===== src/rtl/rr_mux4_pkg.sv =====
// Shared constants and state type for the 4-way round-robin mux arbiter.
package rr_mux4_pkg;

    localparam int NUM_REQ = 4;
    localparam int SEL_W   = 2;

    typedef enum logic {ARB, LOCKED} arb_state_t;

endpackage


===== src/rtl/rr_pick4.sv =====
// Rotating-priority picker: first asserted request at or after ptr, wrapping 3 -> 0.
module rr_pick4
    import rr_mux4_pkg::*;
(
    input  logic [NUM_REQ-1:0] req,
    input  logic [SEL_W-1:0]   ptr,
    output logic               any,
    output logic [SEL_W-1:0]   idx
);

    logic [SEL_W-1:0] cand;

    always_comb begin
        any  = 1'b0;
        idx  = ptr;
        cand = ptr;
        for (int k = 0; k < NUM_REQ; k++) begin
            cand = ptr + SEL_W'(k);
            if (!any && req[cand]) begin
                any = 1'b1;
                idx = cand;
            end
        end
    end

endmodule


===== src/rtl/rr_mux4_arbiter.sv =====
// Round-robin arbiter with packet lock driving a 4:1 data mux into a one-entry output register.
//   state  | meaning
//   ARB    | no packet open; rotating-priority pick among valid requesters
//   LOCKED | owner mid-packet; only owner may be granted until its last beat
module rr_mux4_arbiter
    import rr_mux4_pkg::*;
#(
    parameter int N = 32
) (
    input  logic               clk,
    input  logic               rst,
    input  logic [NUM_REQ-1:0] in_valid,
    input  logic [NUM_REQ-1:0] in_last,
    input  logic [N-1:0]       in_data_0,
    input  logic [N-1:0]       in_data_1,
    input  logic [N-1:0]       in_data_2,
    input  logic [N-1:0]       in_data_3,
    output logic [NUM_REQ-1:0] in_ready,
    output logic               out_valid,
    output logic [N-1:0]       out_data,
    output logic               out_last,
    output logic [SEL_W-1:0]   out_sel,
    input  logic               out_ready
);

    arb_state_t       state;
    logic [SEL_W-1:0] ptr;
    logic [SEL_W-1:0] owner;

    logic             pick_any;
    logic [SEL_W-1:0] pick_idx;
    logic             can_load;
    logic             grant_any;
    logic [SEL_W-1:0] grant_idx;
    logic             load;
    logic [N-1:0]     sel_data;
    logic             sel_last;

    rr_pick4 u_pick (
        .req (in_valid),
        .ptr (ptr),
        .any (pick_any),
        .idx (pick_idx)
    );

    always_comb begin
        can_load  = !out_valid || out_ready;
        grant_any = pick_any;
        grant_idx = pick_idx;
        if (state == LOCKED) begin
            grant_any = in_valid[owner];
            grant_idx = owner;
        end
        load     = !rst && can_load && grant_any;
        in_ready = load ? (NUM_REQ'(1) << grant_idx) : '0;
        sel_last = in_last[grant_idx];
        case (grant_idx)
            2'd0:    sel_data = in_data_0;
            2'd1:    sel_data = in_data_1;
            2'd2:    sel_data = in_data_2;
            default: sel_data = in_data_3;
        endcase
    end

    always_ff @(posedge clk) begin
        if (rst) begin
            state     <= ARB;
            ptr       <= '0;
            owner     <= '0;
            out_valid <= 1'b0;
            out_data  <= '0;
            out_last  <= 1'b0;
            out_sel   <= '0;
        end else begin
            if (load) begin
                out_valid <= 1'b1;
                out_data  <= sel_data;
                out_last  <= sel_last;
                out_sel   <= grant_idx;
                if (state == ARB) begin
                    // pointer moves only on a fresh win, so it already sits at owner+1 when the lock ends
                    ptr <= grant_idx + 2'd1;
                    if (!sel_last) begin
                        state <= LOCKED;
                        owner <= grant_idx;
                    end
                end else if (sel_last) begin
                    state <= ARB;
                end
            end else if (out_ready) begin
                out_valid <= 1'b0;
            end
        end
    end

endmodule


===== config.mk =====
export PLATFORM = sky130hd
export DESIGN_NAME = rr_mux4_arbiter
export DESIGN_NICKNAME = d
export VERILOG_FILES = /design/src/rtl/rr_mux4_pkg.sv /design/src/rtl/rr_pick4.sv /design/src/rtl/rr_mux4_arbiter.sv
export SDC_FILE = /design/constraint.sdc
export NUM_CORES = 1
export LEC_CHECK = 0
export BUFFER_PORTS_ARGS = -buffer_cell sky130_fd_sc_hd__buf_2
export CAP_MARGIN = 20
export CORE_MARGIN = 8
export CORE_UTILIZATION = 41
export DETAILED_ROUTE_END_ITERATION = 10
export MAX_ROUTING_LAYER = met4
export PLACE_DENSITY_LB_ADDON = 0.05
export SLEW_MARGIN = 40
export SYNTH_ARGS = -nofsm -noshare
export SYNTH_HDL_FRONTEND = slang
export SYNTH_HIERARCHICAL = 1
export SYNTH_SLANG_ARGS = --single-unit

===== constraint.sdc =====
create_clock -name clk -period 4.58 [get_ports clk]
set_input_delay 1.145 -clock clk [delete_from_list [all_inputs] [get_ports clk]]
set_output_delay 1.145 -clock clk [all_outputs]
set_load 0.01 [all_outputs]

# Word-level counts from Yosys, hierarchy flattened
# Cells that the tools add are included.
op_classes:
  addsub: 4
  magnitude_cmp: 6
  eq_ne: 2
  n_shift: 1
  muxes: 26
  n_bitwise: 2
  n_reduce_logical: 15
op_table:
  columns: ["operator", "count"]
  rows:
  - ["one-hot mux 32 bit (3 select lines)", 1]
  - ["less-than comparator 2 x 3 -> 1 bit (second input constant)", 6]
  - ["2-to-1 mux 1 bit", 14]
  - ["binary-select mux 1 bit (select 2 bit)", 6]
  - ["2-to-1 mux 2 bit", 4]
  - ["logical AND 1 bit", 5]
  - ["zero test 1 bit", 5]
  - ["adder 2 x 1 -> 2 bit (second input constant)", 2]
  - ["adder 2 bit (second input constant)", 2]
  - ["2-to-1 mux 4 bit", 1]
  - ["<< shifter 1 x 2 -> 4 bit (first input constant)", 1]
  - ["AND reduction 3 bit", 1]
  - ["equality test 2 x 1 -> 1 bit (second input constant)", 1]
  - ["equality test 2 bit (second input constant)", 1]
  - ["zero test 2 bit", 1]
  - ["inverter 1 bit", 2]
  - ["AND reduction 2 bit", 1]
  - ["nonzero test 2 bit", 1]
  - ["logical OR 1 bit", 1]
totals:
  register_bits: 41
  inputBits: 139
  output_inout_bits: 40
  wordCells: 63

# Depth between registers and ports, before layout
depth:
  word_depth: 17
  depth_mapped: 12
  ltp_nobuf: 10

# Cells and area by module
# Netlist, hierarchy kept.
modules_own_cells:
  columns: ["module", "n_inst", "cells_per_inst", "area_per_inst_um2", "seq_area_each_um2"]
  rows:
  - ["rr_mux4_arbiter", 1, 317, 2422.3, 820.8]
  - ["rr_pick4", 1, 16, 96.3, 0.0]

# Worst setup path before layout
# No wires, ideal clock.
synth_path:
  path_kind: "input to output"
  from: "input in_valid[2]"
  to: "output in_ready[1]"
  t_arrival_ns: 3.019
  t_required_ns: 3.435
  slack_ns: 0.416
  path_stages: 9
  n_path_buf: 2
  path_cell_list: "nor2b_1 > a21o_1 > a221oi_2 > mux2i_1 > inv_1 > ha_1 > clkbuf_1 > clkbuf_1 > nor3b_1"
synth_between:
  elab_chain_cells: 15
  word_cells_on_any_way: 28
  classes_between: "shift (1); mux (20); reduce/logical (7)"
synth_rtl:
  columns: ["item", "line", "text"]
  rows:
  - ["start, declared", "rr_mux4_arbiter.sv:12", "input logic [NUM_REQ-1:0] in_valid,"]
  - ["binary-select mux 1 bit (select 2 bit)", "rr_pick4.sv:19", "if (!any && req[cand]) begin"]
  - ["2-to-1 mux 1 bit (not written as such)", "rr_pick4.sv:19", null]
  - ["2-to-1 mux 1 bit", "rr_pick4.sv:19", null]
  - ["zero test 1 bit", "rr_pick4.sv:19", null]
  - ["logical AND 1 bit", "rr_pick4.sv:19", null]
  - ["2-to-1 mux 1 bit", "rr_pick4.sv:19", null]
  - ["zero test 1 bit", "rr_pick4.sv:19", null]
  - ["logical AND 1 bit", "rr_pick4.sv:19", null]
  - ["2-to-1 mux 1 bit", "rr_pick4.sv:19", null]
  - ["zero test 1 bit", "rr_pick4.sv:19", null]
  - ["logical AND 1 bit", "rr_pick4.sv:19", null]
  - ["2-to-1 mux 2 bit (*)", "rr_pick4.sv:19", null]
  - ["named net pick_idx[0]", "rr_mux4_arbiter.sv:31", "logic [SEL_W-1:0] pick_idx;"]
  - ["2-to-1 mux 2 bit (*)", "rr_mux4_arbiter.sv:50", "if (state == LOCKED) begin"]
  - ["named net grant_idx[0]", "rr_mux4_arbiter.sv:34", "logic [SEL_W-1:0] grant_idx;"]
  - ["<< shifter 1 x 2 -> 4 bit (*)", "rr_mux4_arbiter.sv:55", "in_ready = load ? (NUM_REQ'(1) << grant_idx) : '0;"]
  - ["2-to-1 mux 4 bit (*)", "rr_mux4_arbiter.sv:55", null]
  - ["end, declared", "rr_mux4_arbiter.sv:18", "output logic [NUM_REQ-1:0] in_ready,"]
# Mark *: on every way through the listed nets, which the timed path passes. The rest lies on a longest branch. The select of a mux whose other input is x is not followed.

# Worst setup path in the final report
layout_path:
  from: "input in_valid[1]"
  to: "output in_ready[1]"
# Same word-level chain as after synthesis.

==> results.ini <==
[worst_setup_path]
end_kind = primary output
reg2regPathDepth = 11
path_cells = buf_2 -> nand2b_1 -> a21oi_1 -> a221oi_2 -> mux2i_1 -> inv_1 -> ha_1 -> nor3b_1 -> buf_2
critPathTopFamily = multiplexers
worstSetupPathType = in -> out
cp.required_ps = 3430
r2r_setup_slack_ps = 1740
cpPeakStageDelay_ps = 530
worstReg2RegEnd = out_data[11]
reg2reg_from = ptr[0]
cp_num_buf_inv = 3
critPathMostFrequentCell = buf_2
startpoint_type = input port
crit_slowest_cell = mux2i_1
cp.arrival_ps = 2920
path_max_fanout = 7

[timing]
fin_skew_ps = 9.50
drv_slew = 0
min_period_ps = 4070
period_share_pct = 88.8
fmax_mhz = 246
fin_hold_ws_ps = 470
setup_viol = 0
rsz0062_at_grt = no
max_slew.worst_pin.slew_ps = 722
tns_ps = 0
max_slew_margin_pct = 51.9
finalHoldViolCount = 0

[synthesis]
ys_seq_elements = 41
synthesis.nets = 477
synthTopCellsByArea = dfxtp_1 33%, a222oi_1 13%, o21ai_0 13%, a21oi_1 7.9%, nand3_1 6.6%
netlist_area_um2 = 2520
syn_area_per_cell_um2 = 7.56
synth_top_area_share_pct = 32.6
yosys.area.top_type = dfxtp_1
synth-seq-area-share_pct = 32.6
yosys_warnings = 6
yosysUniqueCellTypes = 31
synthCells = 333

[clocking]
cts_num_sinks = 41
clk-insertion-delay-late_ps = 290
ctsResizeCount = 0
cts_hold_buf = 0
cts.clk_slew.worst_paths_ps = 70
cts_tree = built
htree_levels = 2
clk_path_buf_depth = 2
cts_root_buf = clkbuf_8
post_cts_buffers = 0
cts-buffers-inserted = 5

[die]
ios = 179
num_rows = 28
dieArea_um2 = 8910
die-width_um = 94.4
core-area_um2 = 5920
start_util_pct = 42.5
fp.dieH_um = 94.4

[pwr]
worst_ir_drop_vdd_mv = 0.432
clkPwrFrac_pct = 17.6
internal_power_mw = 1.00
p_sw_mw = 0.681
swShare_pct = 40.5
cellPowerDensity_nw_per_um2 = 475
power_leakage_nw = 1.66
seq_power_share_pct = 30.1
power_frac_comb_pct = 52.3

[placed_design]
dp_hpwl_um = 7240
place.gp.congestion = 0.932
port_buffers = 178

[grt]
track_usage_pct = 21.5
grt_pass1_vias = 3137
grt_first_pass_wirelength_um = 15200
antenna_found_initial = 0
grt_overflow = 0
grt_max_degree = 38

[route]
wl_um = 9910
routedWlPerCell_um = 17.6
drtAntennaViolNets = 0
vias = 3175
drc = 0
first_pass_iters = 7
drt_iter0_drc = 298
routed_via_density = 5.64

[finish]
n_antenna_cell = 0
fin_nets = 631
areaGrowthSynthToFinish_pct = 40.6
drive_gt1_share_pct = 41.2

[worst_hold_path]
hold_class = reg -> reg
hold_end = out_data[22]
whs_path_depth = 2
holdCritStartpoint = out_data[22]

[status]
status = completed

[flow_run]
cap_violations = 0

==> worst min-delay path: stages, from the launching register on <==
cell and delay [ps]:
dfxtp_1 310, o21ai_0 60, a21oi_1 60
==> cell usage after synthesis <==
cell type,count
mux2_4,1
a221oi_2,1
nand2_1,36
buf_2,6
dfxtp_1,41
o21ai_1,3
nor3b_1,4
clkbuf_1,25
a211oi_1,4
o21bai_1,1
nor2b_1,2
a21bo_2,1
mux2i_1,4
o31ai_1,1
buf_1,7
or3_1,1
o21ai_0,63
inv_1,3
mux4_2,2
nand2b_1,4
nand3_1,33
a21o_1,1
ha_1,5
clkbuf_2,1
nor2_1,6
a311oi_1,1
nand4b_1,1
a21oi_1,40
a21boi_2,1
a222oi_1,32
nand3b_1,2
==> cell type report <==
cell class | instances | area (µm²)
Inverter | 3 | 11.3
Fill cell | 578 | 2380
Timing Repair Buffer | 186 | 963
Clock inverter | 1 | 30.0
Multi-Input combinational cell | 250 | 1540
Sequential cell | 41 | 821
Clock buffer | 7 | 86.3
Tap cell | 75 | 93.8
==> per-stage QoR <==
step	area [µm²]	utilization, %	setup slack [ps]	cells	total power [mW]
floorplan	2520	-	416	333	1.10
global placement	3430	57.9	595	555	1.38
detailed placement	3430	57.9	500	555	1.39
CTS	3540	59.8	506	563	1.70
global route	3540	59.8	283	563	1.81
finish	3540	59.8	512	563	1.68
==> worst max-delay path by stage <==
stage	start	endpoint	slack (ps)	depth (start not counted)
final	in_valid[1]	in_ready[1]	510	9
after global routing	in_valid[2]	in_ready[1]	280	9
after CTS	in_valid[1]	in_ready[1]	510	9
after detailed placement	in_valid[1]	in_ready[1]	500	9
after global placement	in_valid[1]	in_ready[1]	600	9
after floorplan	in_valid[2]	in_ready[1]	420	9
==> state kept, by name, indices dropped and copies added, names as in the netlist <==
signal / flops
out_data: 32
out_sel: 2
owner: 2
ptr: 2
out_last: 1
out_valid: 1
state: 1
==> power by group through the flow <==
stage / logic, mW / registers [mW] / clock network, mW
after floorplan: 0.544 / 0.551 / 0
after global placement: 0.874 / 0.508 / 0
after detailed placement: 0.882 / 0.513 / 0
after CTS: 0.886 / 0.505 / 0.305
after global routing: 0.978 / 0.517 / 0.320
final: 0.881 / 0.506 / 0.296
==> cell families after synthesis <==
| kind of cell | after synthesis | synth area share [%] |
|---|---|---|
| AO/OA/AOI/OAI | 149 | 37.7 |
| adder cells (fa/ha/maj) | 5 | 2.48 |
| buffers and inverters | 42 | 6.61 |
| flip-flops | 41 | 32.6 |
| multiplexers | 7 | 3.97 |
| AND/OR/NAND/NOR | 89 | 16.7 |
==> cell usage in the layout, fill, tap and decap left out, types with 6 or more instances in the layout <==
cell	instances
nand3_1	33
o21ai_0	63
buf_4	7
nand2_1	36
nor2_1	6
a21oi_1	40
clkbuf_8	6
buf_2	178
dfxtp_1	41
a222oi_1	32
==> per-layer routing <==
| layer | part of all wire [%] | vias up | track usage [%] | wire, µm |
|---|---|---|---|---|
| met5 | 0 | - | - | 0 |
| met4 | 0.83 | 0 | 4.23 | 82 |
| met3 | 9.6 | 7 | 5.71 | 950 |
| met2 | 47 | 147 | 35.4 | 4700 |
| met1 | 42 | 1444 | 25.7 | 4170 |
| li1 | - | 1577 | - | - |
No activity file was read; power rests on OpenSTA's default activity.
